File: src/rtl/func_eval_arbiter.sv
// func_eval_arbiter: round-robin front end for the shared 5-input function unit.
// Registers the winning operand onto fu_i, samples fu_r one cycle later and
// returns the bit to the winning client over its response handshake.
// Optional result cache: define FEA_CACHE_EN to add a 32-entry truth-table cache.
module func_eval_arbiter #(
    parameter int NREQ = 4
) (
    input  logic              clk,
    input  logic              rst_n,
    input  logic [NREQ-1:0]   req_valid,
    input  logic [5*NREQ-1:0] req_data,
    output logic [NREQ-1:0]   req_ready,
    output logic [NREQ-1:0]   rsp_valid,
    output logic              rsp_bit,
    input  logic [NREQ-1:0]   rsp_ready,
    output logic [4:0]        fu_i,
    input  logic              fu_r,
    input  logic              cache_clr,
    output logic              busy
);

    localparam int GW = (NREQ > 1) ? $clog2(NREQ) : 1;

    typedef enum logic [1:0] {
        IDLE,
        EVAL,
        RESP
    } state_t;

    state_t          state_q, state_d;
    logic [GW-1:0]   owner_q, owner_d;
    logic [GW-1:0]   lastGrant_q, lastGrant_d;
    logic [4:0]      fuOp_q, fuOp_d;
    logic            rspBit_q, rspBit_d;

    logic            found;
    logic [GW-1:0]   winner;
    logic [4:0]      winOp;
    logic            cacheHit;
    logic            cacheBit;

    // Round-robin pick: first requester above lastGrant, else wrap to the lowest one.
    always_comb begin
        found  = 1'b0;
        winner = '0;
        for (int k = NREQ - 1; k >= 0; k--) begin
            if (req_valid[k] && (k > int'(lastGrant_q))) begin
                found  = 1'b1;
                winner = GW'(k);
            end
        end
        if (!found) begin
            for (int k = NREQ - 1; k >= 0; k--) begin
                if (req_valid[k] && (k <= int'(lastGrant_q))) begin
                    found  = 1'b1;
                    winner = GW'(k);
                end
            end
        end
        winOp = req_data[int'(winner) * 5 +: 5];
    end

`ifdef FEA_CACHE_EN
    logic [31:0] cacheBits_q;
    logic [31:0] cacheVld_q;

    assign cacheHit = found && cacheVld_q[winOp];
    assign cacheBit = cacheBits_q[winOp];

    // Fill the entry for the evaluated operand; a same-cycle clear overrides the fill.
    always_ff @(posedge clk or negedge rst_n) begin
        if (!rst_n) begin
            cacheBits_q <= '0;
            cacheVld_q  <= '0;
        end else begin
            if (state_q == EVAL) begin
                cacheBits_q[fuOp_q] <= fu_r;
                cacheVld_q[fuOp_q]  <= 1'b1;
            end
            if (cache_clr) begin
                cacheVld_q <= '0;
            end
        end
    end
`else
    logic unused_cacheClr;

    assign cacheHit        = 1'b0;
    assign cacheBit        = 1'b0;
    assign unused_cacheClr = cache_clr;
`endif

    // Next-state and handshake outputs for the IDLE/EVAL/RESP sequence.
    always_comb begin
        state_d     = state_q;
        owner_d     = owner_q;
        lastGrant_d = lastGrant_q;
        fuOp_d      = fuOp_q;
        rspBit_d    = rspBit_q;
        req_ready   = '0;
        rsp_valid   = '0;
        case (state_q)
            IDLE: begin
                if (found) begin
                    req_ready[winner] = 1'b1;
                    owner_d           = winner;
                    fuOp_d            = winOp;
                    if (cacheHit) begin
                        rspBit_d = cacheBit;
                        state_d  = RESP;
                    end else begin
                        state_d  = EVAL;
                    end
                end
            end
            EVAL: begin
                rspBit_d = fu_r;
                state_d  = RESP;
            end
            RESP: begin
                rsp_valid[owner_q] = 1'b1;
                if (rsp_ready[owner_q]) begin
                    lastGrant_d = owner_q;
                    state_d     = IDLE;
                end
            end
            default: begin
                state_d = IDLE;
            end
        endcase
    end

    // State and datapath registers; reset aborts any transaction in flight.
    always_ff @(posedge clk or negedge rst_n) begin
        if (!rst_n) begin
            state_q     <= IDLE;
            owner_q     <= '0;
            lastGrant_q <= GW'(NREQ - 1);
            fuOp_q      <= '0;
            rspBit_q    <= 1'b0;
        end else begin
            state_q     <= state_d;
            owner_q     <= owner_d;
            lastGrant_q <= lastGrant_d;
            fuOp_q      <= fuOp_d;
            rspBit_q    <= rspBit_d;
        end
    end

    assign fu_i    = fuOp_q;
    assign rsp_bit = rspBit_q;
    assign busy    = (state_q != IDLE);

endmodule

File: config.mk
export PLATFORM = sky130hd
export DESIGN_NAME = func_eval_arbiter
export DESIGN_NICKNAME = d
export VERILOG_FILES = /design/src/rtl/func_eval_arbiter.sv
export SDC_FILE = /design/constraint.sdc
export NUM_CORES = 1
export LEC_CHECK = 0
export ABC_AREA = 1
export BUFFER_PORTS_ARGS = -buffer_cell sky130_fd_sc_hd__buf_2
export CAP_MARGIN = 25
export CORE_ASPECT_RATIO = 0.7
export CORE_MARGIN = 3
export CORE_UTILIZATION = 48
export DETAILED_ROUTE_END_ITERATION = 6
export PLACE_DENSITY = 0.84
export SYNTH_ARGS = -nofsm -noshare
export SYNTH_HDL_FRONTEND = slang
export SYNTH_SLANG_ARGS = --single-unit
File: constraint.sdc
create_clock -name clk -period 2.85 [get_ports clk]
set_input_delay 0.855 -clock clk [delete_from_list [all_inputs] [get_ports clk]]
set_output_delay 0.855 -clock clk [all_outputs]
set_load 0.05 [all_outputs]
==> results summary, run 1 <==
The flow ran to the end, and the final reports show no timing, DRC or antenna violations. Overall power consumption after layout is estimated at 1588 µW. The HPWL after detailed placement is 2133 µm.

The I/O pin count is 47. The yosys synthesis warning count came out at 0. The finished layout holds between 200 and 250 standard cells, fillers aside. The setup total negative slack is 0 ns. The average via count per standard cell came out at 5.032. The count of buffers added on input and output ports is 45. The critical path in this run is classified as primary input to output port. The cell area after placement came out at 1280 µm². The number of routed nets with antenna violations came out at 0. The pin count of the biggest net entering global routing is 13. The number of antenna violations at the first check in global routing came out at 0. The critical path goes through buf_2 > nand2_1 > nand2_1 > nor2_4 > nand3_4 > nand2_4 > nand2_2 > nor2_4 > buf_4.

The starting density of the core is a little over half. The post-CTS clock slew at the launch and capture registers of the worst setup and hold paths is 0.07 ns. The worst max-slew margin expressed relative to the limit is around 78%. The global-route wire length before repair is 4347 µm.

The delay of the slowest cell on the worst path is approximately 0.20 ns. The weighted congestion reported at the end of routability-driven placement came out at 0.8705. Synthesis produced 139 cells. The clock buffer count from CTS came out at 3.

The startpoint of the worst setup timing path is req_valid[3]. The leakage power summed over all cells is about 0.00077 µW. The netlist area before placement came out at 927.1 µm². The worst register-to-register path ends at fu_i[3]. The maximum operating frequency is 0.3577 GHz. The final count of hold timing violations was 0. IR analysis of the VDD net gives a maximum drop of 0.9302 mV. The minimum setup slack among reg-to-reg paths came out at 1.09 ns.

In this run, the number of DRC markers left after iteration 0 of detailed routing was 37. The cell count after placement is 216. The number of fill cells came out at 124. The share of final-layout standard cells stronger than drive strength 1 is 40.70%. The power per unit of standard cell area came out at 1184 nW/µm². The post-synthesis net count came out at between 150 and 200.

TritonCTS built the clock tree. CTS built an H-tree with a depth of 1. The share of the Yosys chip area taken by registers is 32.66%.

The path class of the tightest hold or removal check is primary input to async pin. The final routed wire length divided by cell count is 11.85 µm. Of all nets on the critical path, the largest fanout is 5. At the pin with the least slew margin, the transition time is around 0.33 ns. The final routed DRC violation total came out at 0. On the critical path, the stage with the largest delay is an instance of sky130_fd_sc_hd__buf_4. The area inside the core boundary came out at about 1700 µm². The first-pass iteration count of the detailed router is 4. The netlist uses 21 different library cells. The layout overhead on the synthesized area is 44.67%. The overall fraction of global-route tracks in use came out at 21.95%. The worst setup path is launched from a primary input.

The final cycle utilization of the critical path came out at around 100%. The floorplan has 12 rows. The total setup buffers inserted after CTS is 0.

At the later pin of the worst-skew pair, clock insertion delay measures between 0.2 and 0.3 ns. Summing all non-filler instances in the final layout gives an area of around 1300 µm². The final global-route overflow total came out at 0.

The total of max-cap violations is 0. The vertical die dimension is between 40 and 50 µm. Hold is met by 0.4457 ns.

The horizontal die dimension came out at 58.53 µm. STA classifies the critical path endpoint as an output port. The number of global-route vias before repair came out at 987. For the worst setup path, the data required time is 2.00 ns.

Setup violations remaining at the end of the flow were counted as 0. The final critical delay including setup and external delays is 2.796 ns. The final-stage net count is 232. The floorplan die area came out at 2503 µm². No sink is reached through more buffers than the 2 on the longest clock path. For the worst setup path, the data arrival time is 1.94 ns. The largest clock skew in the final design is 0.002587 ns. The cell sitting at the root of the clock tree is a sky130_fd_sc_hd__clkbuf_4.

The buffering stage count on the worst path with inverters included came out at 2. After detailed routing, the total wire length is 2606 µm. The depth of the most critical reg-to-reg path came out at 10. The sink count of the clock tree is 12. The startpoint of the worst register-to-register path is lastGrant_q[1].

The via count of the routed design came out at 1107. The number of antenna diodes in the final layout is 0. Broken down by cell family, the worst path's largest delay share belongs to simple AND/OR/NAND/NOR gates. The count of state elements after synthesis came out at 12.

The post-synthesis area per instance is roughly 6.7 µm². The total count of max-transition violations in the final report is 0.
## flip-flops by register name (all words and copies together), names as in the netlist
register	flops
fu_i	5
lastGrant_q	2
owner_q	2
rsp_bit	1
state_q	2
## cells in the final DEF (no fill, tap or decap), drive strengths merged
cell type   n
inv        28
dfstp       2
nand3b      2
nand3      23
nand4       4
mux2        1
nor2       10
nor3        5
buf        56
o21ai       7
or2         2
clkbuf      5
nand2      42
a21oi       2
dfrtp      10
## cell families after synthesis
kind of cell           after synthesis  synth area share (%)
multiplexers                         1                 1.214
flip-flops                          12                 32.66
buffers and inverters               29                 12.55
AO/OA/AOI/OAI                        9                 6.072
AND/OR/NAND/NOR                     88                 47.50
## cells in the mapped netlist (all sizes together)
| master | instances | share of area [%] |
|---|---|---|
| dfrtp | 10 | 27 |
| mux2 | 1 | 1.2 |
| buf | 1 | 1.2 |
| a21oi | 2 | 2.3 |
| nor2 | 10 | 6.5 |
| or2 | 2 | 1.3 |
| nand3 | 23 | 14 |
| nand4 | 4 | 2.7 |
| nand3b | 2 | 1.6 |
| inv | 28 | 11 |
| nand2 | 42 | 19 |
| o21ai | 7 | 3.8 |
| nor3 | 5 | 2.7 |
| dfstp | 2 | 5.7 |
## layout make-up
cell class | count | area (µm²) | share of cell area (%)
sequential | 12 | 302.8 | 22.57
timing repair buffer | 57 | 332.8 | 24.81
inverter | 28 | 105.1 | 7.836
multi-input combinational | 98 | 548.0 | 40.86
clock buffer | 4 | 26.28 | 1.959
tap | 21 | 26.28 | 1.959
## layer usage
layer	part of all wire (%)	GRT usage [%]	up-vias
met1	42	28.15	516
met3	4.8	5.471	0
met5	0	0	-
met4	0	0.4630	0
li1	-	-	559
met2	53	38.98	32
## where the power goes
part / switching [µW] / internal, µW / total [µW]
clock: 52.2 / 54.1 / 106
combinational: 773 / 379 / 1150
sequential: 62.7 / 268 / 330
## per-stage QoR
step,worst slack (ns),util [%]
global route,-0.02715,79.06
finish,0.05423,79.06
CTS,0.02020,77.43
detailed placement,-0.02666,75.44
global placement,0.01208,75.44
floorplan,-0.1480,-
## worst register-to-register path, delay by kind of cell (launching register included)
family	cells	cell delay [ns]
simple gates	7	0.69
buf+inv	3	0.37
flops	1	0.57
## worst max-delay path by stage
stage / slack [ns] / depth (start not counted) / end
after floorplan: -0.15 / 7 / req_ready[0]
after global placement: 0.01 / 10 / req_ready[3]
after detailed placement: -0.03 / 10 / req_ready[3]
after CTS: 0.02 / 10 / req_ready[3]
after global routing: -0.03 / 9 / req_ready[3]
final: 0.05 / 9 / req_ready[3]
## repair_timing
action | 4_1_cts | 5_1_grt
hold buffers | 0 | 0
pin swaps | 0 | 1
endpoints found under the hold margin | 0 | 0
endpoints found under the setup margin | 3 | 4
resized for setup | 3 | 9
(Power assumes the default switching activity.)
==> run 2, diff against run 1 <==
Settings changed: PLACE_DENSITY 0.84 to 0.9.
==> run 2 against run 1 <==
Worst setup slack is essentially flat. Combinational power grew 3%. Count of clock-buffer cells in the layout unchanged. Global-route usage grew 0.077 points. Sequential share of layout area fell by 0.39 points. First-iteration DRC count increased by 110%. Clock power increased by 24%. Worst hold slack got worse by 0.0019 ns. Routed wire length up 5.6%. Critical path depth unchanged. Flip-flop and latch count unchanged. Critical path type unchanged. Largest cell class unchanged. Largest power group unchanged.
==> results summary, run 2 (synthesis gave the netlist of run 1 again) <==
The class of the most critical setup path is primary input to output port (unchanged). The required time of the critical path came out at 2.00 ns (about the same). The clock network latency to the later pin of the worst-skew pair came out at 0.27 ns (was 0.26 ns). The layout overhead on the synthesized area is 47.23% (was 44.67%). The worst-case hold slack is 0.4438 ns (was 0.4457 ns).

The first-pass iteration count of the detailed router is 4 (unchanged). The endpoint class of the critical path is an output port (unchanged). The number of antenna violations at the first check in global routing is 0 (unchanged).

The launching element type of the critical path is a primary input (unchanged). The final global-route overflow total came to 0 (unchanged). The clock group share of total power came out at 7.9% (was 6.7%). The number of global-route vias before repair came out at 1046 (was 987).

The HPWL reported at the end of detailed placement is 2179 µm (was 2133 µm). The number of routed nets with antenna violations came out at 0 (unchanged). The final critical delay including setup and external delays is 2.795 ns (was 2.796 ns). The final routed wire length divided by cell count came to 12.51 µm (was 11.85 µm).

The commonest non-fill, non-tap cell in the layout is sky130_fd_sc_hd__buf_2 (unchanged). The final count of hold timing violations was 0 (unchanged). The share of the core filled with cells in the final layout is 80.46% (was 79.06%). Commonest non-fill, non-tap cells in the layout: 41 x sky130_fd_sc_hd__buf_2, 37 x sky130_fd_sc_hd__nand2_1, 24 x sky130_fd_sc_hd__inv_1 (was 41 x sky130_fd_sc_hd__buf_2, 38 x sky130_fd_sc_hd__nand2_1, 25 x sky130_fd_sc_hd__inv_1). The maximum operating frequency came to 0.3577 GHz (about the same).

The number of diodes added for antenna fixing came to 0 (unchanged). The sink count of the clock tree is 12 (unchanged). The arrival time reported for the critical path endpoint is 1.94 ns (about the same). The largest voltage drop on the vdd net came out at 0.9641 mV (was 0.9302 mV). The root buffer cell was sky130_fd_sc_hd__clkbuf_4 (unchanged). The global-route wire length before repair came out at 4326 µm (was 4347 µm). The average via count per standard cell came out at 5.173 (was 5.032). The depth of the most critical reg-to-reg path is 10 (unchanged). The total wire length is 2753 µm (was 2606 µm).

The power per unit of standard cell area was 1216 nW/µm² (was 1184 nW/µm²). The overall power after layout came out at 1661 µW (was 1588 µW). The final cell count without fillers came to 220 (unchanged). The cell count after placement is 214 (was 216). The depth of the CTS H-tree was 1 (unchanged). The total count of max-transition violations in the final report came out at 0 (unchanged). The overall fraction of global-route tracks in use came out at 22.03% (was 21.95%). The worst max-slew margin expressed relative to the limit came to 68.35% (was 78.01%). The count of port buffers added during placement was 45 (unchanged). The startpoint of the worst register-to-register path is lastGrant_q[1] (unchanged). The final routed DRC violation total came out at 0 (unchanged). The minimum setup slack among reg-to-reg paths came out at 1.00 ns (was 1.09 ns). The leakage power summed over all cells came out at 0.0007775 µW (was 0.0007696 µW). The worst hold-check path type is primary input to async pin (unchanged). The clock tree from TritonCTS is yes (unchanged). The share of final-layout standard cells stronger than drive strength 1 was 42.21% (was 40.70%). The largest clock skew in the final design is 0.005182 ns (was 0.002587 ns).

The number of flip-flops under the largest register name is 5 (unchanged). The switching power total was 919.9 µW (was 887.8 µW). The area inside the core boundary was 1697 µm² (unchanged). The violation count after the first detailed-routing iteration came out at 76 (was 37).

The highest net fanout along the worst path is 3 (was 5). The register share of total power came out at 20.2% (was 20.8%). Status: finished, final reports clean (unchanged).

The post-CTS clock slew at the launch and capture registers of the worst setup and hold paths is 0.07 ns (about the same). The startpoint of the worst setup timing path is req_valid[2] (was req_valid[3]). The floorplan die area was 2503 µm² (unchanged).

The critical register-to-register path endpoint is fu_i[4] (was fu_i[3]). The final-stage net count is 232 (unchanged). The starting density of the core came out at 54.65% (unchanged). The relative contribution of combinational cells to total power is 71.9% (was 72.5%).

The vertical die dimension is 42.77 µm (unchanged). The switching part of the total was 55.40% (was 55.90%). The total of max-cap violations is 0 (unchanged).

The actual transition at the worst max-transition pin is 0.4698 ns (was 0.3276 ns). The number of cell rows came out at 12 (unchanged). The maximum clock path buffer count is 2 (unchanged).

The via count of the routed design is 1138 (was 1107). The final cycle utilization of the critical path was 98.08% (was 98.10%). The weighted congestion reported at the end of routability-driven placement came out at 0.9265 (was 0.8705).

The number of setup violations in the final report came out at 0 (unchanged). The I/O pin count is 47 (unchanged). The internal portion of total power is 740.7 µW (was 700.3 µW). The pin count of the biggest net entering global routing is 13 (unchanged). The clock buffer count from CTS is 3 (unchanged).

The horizontal die dimension was 58.53 µm (unchanged).
-- run 2: cell types whose count changed in the layout (fill, tap and decap cells not counted) --
| cell | before | now |
|---|---|---|
| sky130_fd_sc_hd__clkbuf_1 | 1 | 0 |
| sky130_fd_sc_hd__o21ai_0 | 5 | 6 |
| sky130_fd_sc_hd__nand2_1 | 38 | 37 |
| sky130_fd_sc_hd__o21ai_1 | 1 | 0 |
| sky130_fd_sc_hd__nand2_2 | 2 | 3 |
| sky130_fd_sc_hd__inv_1 | 25 | 24 |
| sky130_fd_sc_hd__inv_2 | 3 | 4 |
| sky130_fd_sc_hd__buf_6 | 2 | 5 |
| sky130_fd_sc_hd__buf_4 | 13 | 11 |
| sky130_fd_sc_hd__clkbuf_8 | 0 | 1 |
| sky130_fd_sc_hd__clkbuf_4 | 4 | 3 |
-- run 2: through the flow --
stage / TNS (ns) / setup WS, ns / cell area (µm²)
floorplan: -0.1480 / -0.1480 / 949.7
global placement: 0 / 0.03457 / 1265
detailed placement: -0.03583 / -0.02917 / 1265
CTS: 0 / 0.02122 / 1309
global route: -0.01823 / -0.01236 / 1365
finish: 0 / 0.05459 / 1365
-- run 2: timing repair --
item | in CTS | in global routing
pin swaps | 0 | 2
buffers inserted | 0 | 2
gates resized for setup | 3 | 14
hold buffers | 0 | 0
setup endpoints to repair | 3 | 4
-- run 2: critical path, stage by stage --
cell,delay (ns)
sky130_fd_sc_hd__buf_2,0.11
sky130_fd_sc_hd__inv_2,0.04
sky130_fd_sc_hd__o21ai_2,0.17
sky130_fd_sc_hd__nor2_1,0.06
sky130_fd_sc_hd__nand2_1,0.09
sky130_fd_sc_hd__nand2_2,0.09
sky130_fd_sc_hd__buf_6,0.14
sky130_fd_sc_hd__nor3_4,0.20
sky130_fd_sc_hd__buf_6,0.18
-- run 2: worst max path at each step --
| stage | cells after the start | end |
|---|---|---|
| after floorplan | 7 | req_ready[0] |
| after global placement | 10 | req_ready[3] |
| after detailed placement | 8 | req_ready[3] |
| after CTS | 8 | req_ready[3] |
| after global routing | 9 | req_ready[0] |
| final | 9 | req_ready[0] |
-- run 2: power by group through the flow --
| stage | clock [µW] | combinational [µW] | sequential, µW |
|---|---|---|---|
| global route | 144 | 1290 | 349 |
| floorplan | 0 | 640 | 471 |
| CTS | 135 | 1100 | 334 |
| global placement | 0 | 1050 | 329 |
| finish | 131 | 1190 | 336 |
| detailed placement | 0 | 1090 | 336 |
-- run 2: layer usage --
metal	up-vias	track usage, %	share of wire [%]
met2	54	36.30	50
met3	6	4.863	7.8
met5	-	0	0
met4	0	5.556	1.9
met1	517	28.94	40
li1	561	-	-
-- run 2: layout make-up --
type                    count  area, µm²
repair buffers             57      344.1
flip-flops and latches     12      302.8
fillers                   110      331.6
inverters                  28      105.1
well taps                  21      26.28
clock buffers               4      36.28
multi-input cells          98      550.5
==> run 3, diff against run 2 <==
Settings changed: BUFFER_PORTS_ARGS -buffer_cell sky130_fd_sc_hd__buf_2 to default, CORE_ASPECT_RATIO 0.7 to default, CORE_UTILIZATION 48 to 65, DONT_BUFFER_PORTS from default to 1, PLACE_DENSITY 0.9 to 0.87.
==> run 3 against run 2 <==
The flow now stops in global routing (5_1_grt). Area after synthesis unchanged. Synthesized cell count stayed put.
==> results summary, run 3 <==
Status: did not finish (was finished, final reports clean). Progress stopped at global routing (5_1_grt). The first error in the log reads "[ERROR DPL-0033] detailed placement checks failed during check placement". The most frequently used flop master after synthesis is sky130_fd_sc_hd__dfrtp_1 (unchanged). The fraction of the mapped netlist area in adder cells came out at 0% (unchanged). The sequential fraction of the synthesis area is 32.66% (unchanged). The yosys synthesis warning count is 0 (unchanged).

The clock buffer count from CTS is 3 (unchanged). The number of cell rows is 12 (unchanged). The number of antenna violations at the first check in global routing came out at 0. The depth of the CTS H-tree is 1 (unchanged). Commonest cells in the netlist: 39 x sky130_fd_sc_hd__nand2_1, 26 x sky130_fd_sc_hd__inv_1, 22 x sky130_fd_sc_hd__nand3_1 (unchanged). The cell area after placement came out at 1091 µm² (was 1265 µm²). The post-synthesis area per instance is 6.670 µm² (unchanged). The async set or reset register ratio after synthesis came out at 100.0% (unchanged).

The weighted congestion reported at the end of routability-driven placement was 0.7961 (was 0.9265). The I/O pin count came out at 47 (unchanged). The number of cells produced by synthesis is 139 (unchanged). The share of cell area taken by muxes after synthesis came out at 1.215% (unchanged).

The netlist area before placement came out at 927.1 µm² (unchanged). The count of port buffers added during placement is 0 (was 45). The main combinational cell family by area after synthesis is simple AND/OR/NAND/NOR gates (unchanged). The HPWL reported at the end of detailed placement came out at 2072 µm (was 2179 µm). The top-area cell type share of the netlist area is 26.99% (unchanged). The endpoint pin with the least setup slack after global-route repair is req_ready[2].

The post-synthesis net count was 171 (unchanged). The count of flip-flops with a built-in enable after synthesis is 0 (unchanged). The number of distinct standard cells referenced by the synthesized netlist is 21 (unchanged).

The maximum clock path buffer count was 2 (unchanged). The starting density of the core was 76.23% (was 54.65%). The most repeated cell in the gate-level netlist after synthesis was sky130_fd_sc_hd__nand2_1 (unchanged). The share of the synthesized area in compound gates (AO/OA/AOI/OAI) is 6.073% (unchanged).

The worst setup slack before clock tree synthesis came out at 0.04691 ns (was -0.02917 ns). The sink count of the clock tree was 12 (unchanged). The post-synthesis share of cell area spent on xor and xnor gates was 0% (unchanged).

The count of state elements after synthesis is 12 (unchanged). After the last repair the worst path ends at an output port. The root buffer cell is sky130_fd_sc_hd__clkbuf_4 (unchanged). Top cells by area in the synthesized netlist: sky130_fd_sc_hd__dfrtp_1 27%, sky130_fd_sc_hd__nand2_1 16%, sky130_fd_sc_hd__nand3_1 12%, sky130_fd_sc_hd__inv_1 11%, sky130_fd_sc_hd__dfstp_2 5.7% (unchanged). The pin count of the biggest net entering global routing came out at 13. The cell type contributing the most total cell area after synthesis was sky130_fd_sc_hd__dfrtp_1 (unchanged). The horizontal die dimension came out at 43.77 µm (was 58.53 µm).

The vertical die dimension is 43.77 µm (was 42.77 µm). The simple-gate portion of the synthesized area was 47.50% (unchanged).
[run 3: stage by stage]
step / instances / util, %
4_1_cts: 169 / 92.90
3_5_place_dp: 165 / 89.71
3_3_place_gp: 165 / 89.71
2_1_floorplan: 139 / -
[run 3: kinds of logic after synthesis]
group / count (synthesis)
buf+inv: 29
simple gates: 88
mux: 1
flops: 12
compound gates: 9
[run 3: repair_timing]
action                     in CTS
resized for setup               2
setup endpoints to repair       2
hold buffers                    0
buffers inserted                0
==> run 4, diff against run 3 <==
Settings changed: CORE_AREA from default to 3 3 64 66, CORE_MARGIN 3 to default, CORE_UTILIZATION 65 to default, DIE_AREA from default to 0 0 67 69, PLACE_DENSITY 0.87 to default, PLACE_DENSITY_LB_ADDON from default to 0.15.
==> run 4 against run 3 <==
The run now ends clean.
==> results summary, run 4 (synthesis gave the netlist of run 1 again) <==
The critical path goes through inv_2 > o21ai_1 > nand3_2 > a21oi_4 > nand2_1 > nor2_2 > buf_12. The critical register-to-register path endpoint is fu_i[2]. The vertical die dimension is 69 µm (was 43.77 µm). The worst-case hold slack came out at 0.3069 ns. Grouping stages by cell kind, the critical path spends the most delay in flip-flops. The actual transition at the worst max-transition pin is 0.4870 ns.

The sink count of the clock tree is 12 (unchanged). The count of port buffers added during placement came out at 0 (unchanged). Setup repair after global routing left no endpoint under its margin. The clock buffer count from CTS is 3 (unchanged).

Of all nets on the critical path, the largest fanout is 5. STA classifies the critical path startpoint as a flop. The layout overhead on the synthesized area came out at 30.63%. The arrival time reported for the critical path endpoint is 1.89 ns. Counting the fill cells in the layout gives 403. TritonCTS built the clock tree.

The HPWL reported at the end of detailed placement is 2016 µm (was 2072 µm). The number of flip-flops under the largest register name is 5. The startpoint of the worst register-to-register path is lastGrant_q[1]. The number of global-route vias before repair is 865.

Headroom to the max-slew limit came out at 67.19%. Dividing total power by cell area gives a power density of roughly 1300 nW/µm². The final count of hold timing violations was 0. The number of diodes added for antenna fixing is 0. STA classifies the critical path endpoint as an output port. The capture point of the critical path is req_ready[2]. The largest voltage drop on the vdd net came out at 0.6983 mV.

The post-CTS clock slew at the launch and capture registers of the worst setup and hold paths came out at 0.06 ns. The final routed DRC violation total came out at 0. The routed metal-1 wire length came out at 1015 µm.

Once layout is complete, the cells apart from fillers number between 200 and 250. The worst setup slack before clock tree synthesis came to 0.08328 ns (was 0.04691 ns). The number of routed nets with antenna violations is 0. The number of cell rows came out at 22 (was 12). Dividing the detail-routed wire length by the instance count gives 11.71 µm. The floorplan die area is between 4000 and 5000 µm². The required time of the critical path came out at 2.00 ns.

The via count of the routed design came out at 918. The starting density of the core is 25.52% (was 76.23%). The leakage power summed over all cells came out at slightly above 0.0006 µW. The total count of max-transition violations in the final report is 0. The first routing iteration left 22 violations. Counting cells, the worst reg-to-reg path comes to 10. The average via count per standard cell came out at 4.478. The number of hold buffers added after cts came out at 0 (unchanged). In the post-route analysis, the smallest setup slack over all paths is 0.1035 ns.

The tool flagged a number of max-cap violations equal to 0. The share of the core filled with cells in the final layout came out at about a third. The most critical setup path has its startpoint at lastGrant_q[1]. The first global-routing pass estimated 3753 µm of wire. The minimum setup slack among reg-to-reg paths is 1.00 ns. The I/O pin count came to 47 (unchanged). The cell count after placement came to 200 (was 165). The library cell contributing the largest single delay on the critical path is sky130_fd_sc_hd__dfstp_2. The later pin in the worst-skew pair is clocked with a latency of between 0.2 and 0.25 ns. The maximum clock path buffer count was 2 (unchanged). The delay of the slowest cell on the worst path is 0.58 ns. The horizontal die dimension came out at 67 µm (was 43.77 µm). The number of antenna violations at the first check in global routing came out at 0. The final layout contains routed wiring with a total length of roughly 2400 µm. The weighted congestion reported at the end of routability-driven placement came out at 0.7025 (was 0.7961). The final cycle utilization of the critical path came out at a little over nine tenths.

Static timing analysis puts the maximum clock frequency at 0.3641 GHz. The largest clock skew in the final design is 0.005860 ns. The depth of the CTS H-tree is 1 (unchanged). The critical path is of the flop to output port type.

The final critical delay including setup and external delays came out at between 2 and 3 ns. The area inside the core boundary came out at 3633 µm². The library cell used most frequently in the layout, excluding fill and tap cells, is sky130_fd_sc_hd__nand2_1. Summed over all layers, the global routing overflow is 0. The amount of wire on met2 after detailed routing is approximately 1200 µm. The top layer used by detailed routing is met3.

Of the cells placed in the final design, the portion with a size suffix greater than 1 is approximately a quarter. The pin count of the biggest net entering global routing came out at 13. Status: finished, final reports clean (was did not finish). The library cells used most frequently in the layout, excluding fill and tap cells, are 38 x sky130_fd_sc_hd__nand2_1, 26 x sky130_fd_sc_hd__inv_1, 21 x sky130_fd_sc_hd__nand3_1.

In the final design database the tool counted 190 nets. The number of setup violations in the final report came out at 0. The critical path contains buffers and inverters numbering 2 combined. In the final timing run, aggregate negative setup slack is 0 ns. In this run the worst hold path is classified as primary input to async pin. Across every metal layer, demand over resource in global routing totals 10.39%. The critical path depth is 7. The wire length on met3 came out at around 200 µm. The root buffer cell is sky130_fd_sc_hd__clkbuf_8 (was sky130_fd_sc_hd__clkbuf_4).

The first-pass iteration count of the detailed router came out at 4.
==> run 4: area by class of cell <==
type / count / area (µm²) / share of cell area (%)
multi-input combinational: 98 / 538.0 / 44.42
timing repair buffer: 15 / 150.1 / 12.40
inverter: 28 / 105.1 / 8.678
clock buffer: 4 / 55.05 / 4.545
tap: 48 / 60.06 / 4.959
sequential: 12 / 302.8 / 25.00
==> run 4: worst min-delay path by stage <==
| stage | from | end | slack (ns) | cells past startpoint |
|---|---|---|---|---|
| 6_report | rst_n | fu_i[0] | 0.31 | 0 |
| 5_1_grt | rst_n | fu_i[0] | 0.29 | 0 |
| 4_1_cts | rst_n | fu_i[0] | 0.30 | 0 |
| 3_5_place_dp | lastGrant_q[0] | lastGrant_q[0] | 0.52 | 2 |
| 3_3_place_gp | lastGrant_q[0] | lastGrant_q[0] | 0.51 | 2 |
| 2_1_floorplan | lastGrant_q[0] | lastGrant_q[0] | 0.49 | 2 |
==> run 4: power breakdown <==
group / internal [µW] / total (µW) / switching (µW)
sequential: 266 / 489 / 224
combinational: 330 / 899 / 569
clock: 122 / 182 / 60.7
==> run 4: metrics by stage <==
stage / cell area (µm²) / power [µW]
global route: 1211 / 1693
floorplan: 949.7 / 1112
CTS: 1196 / 1581
detailed placement: 1141 / 1388
finish: 1211 / 1571
global placement: 1141 / 1378
==> run 4: what timing repair did <==
action	in CTS	in global routing
buffers inserted	0	1
endpoints found under the hold margin	0	0
resized for setup	0	2
endpoints found under the setup margin	0	3
==> run 4: routing by layer <==
layer	track usage, %	vias to the layer above
li1	-	476
met1	11.95	409
met2	17.90	33
met3	5.049	0
met4	0.6757	0
met5	0	-
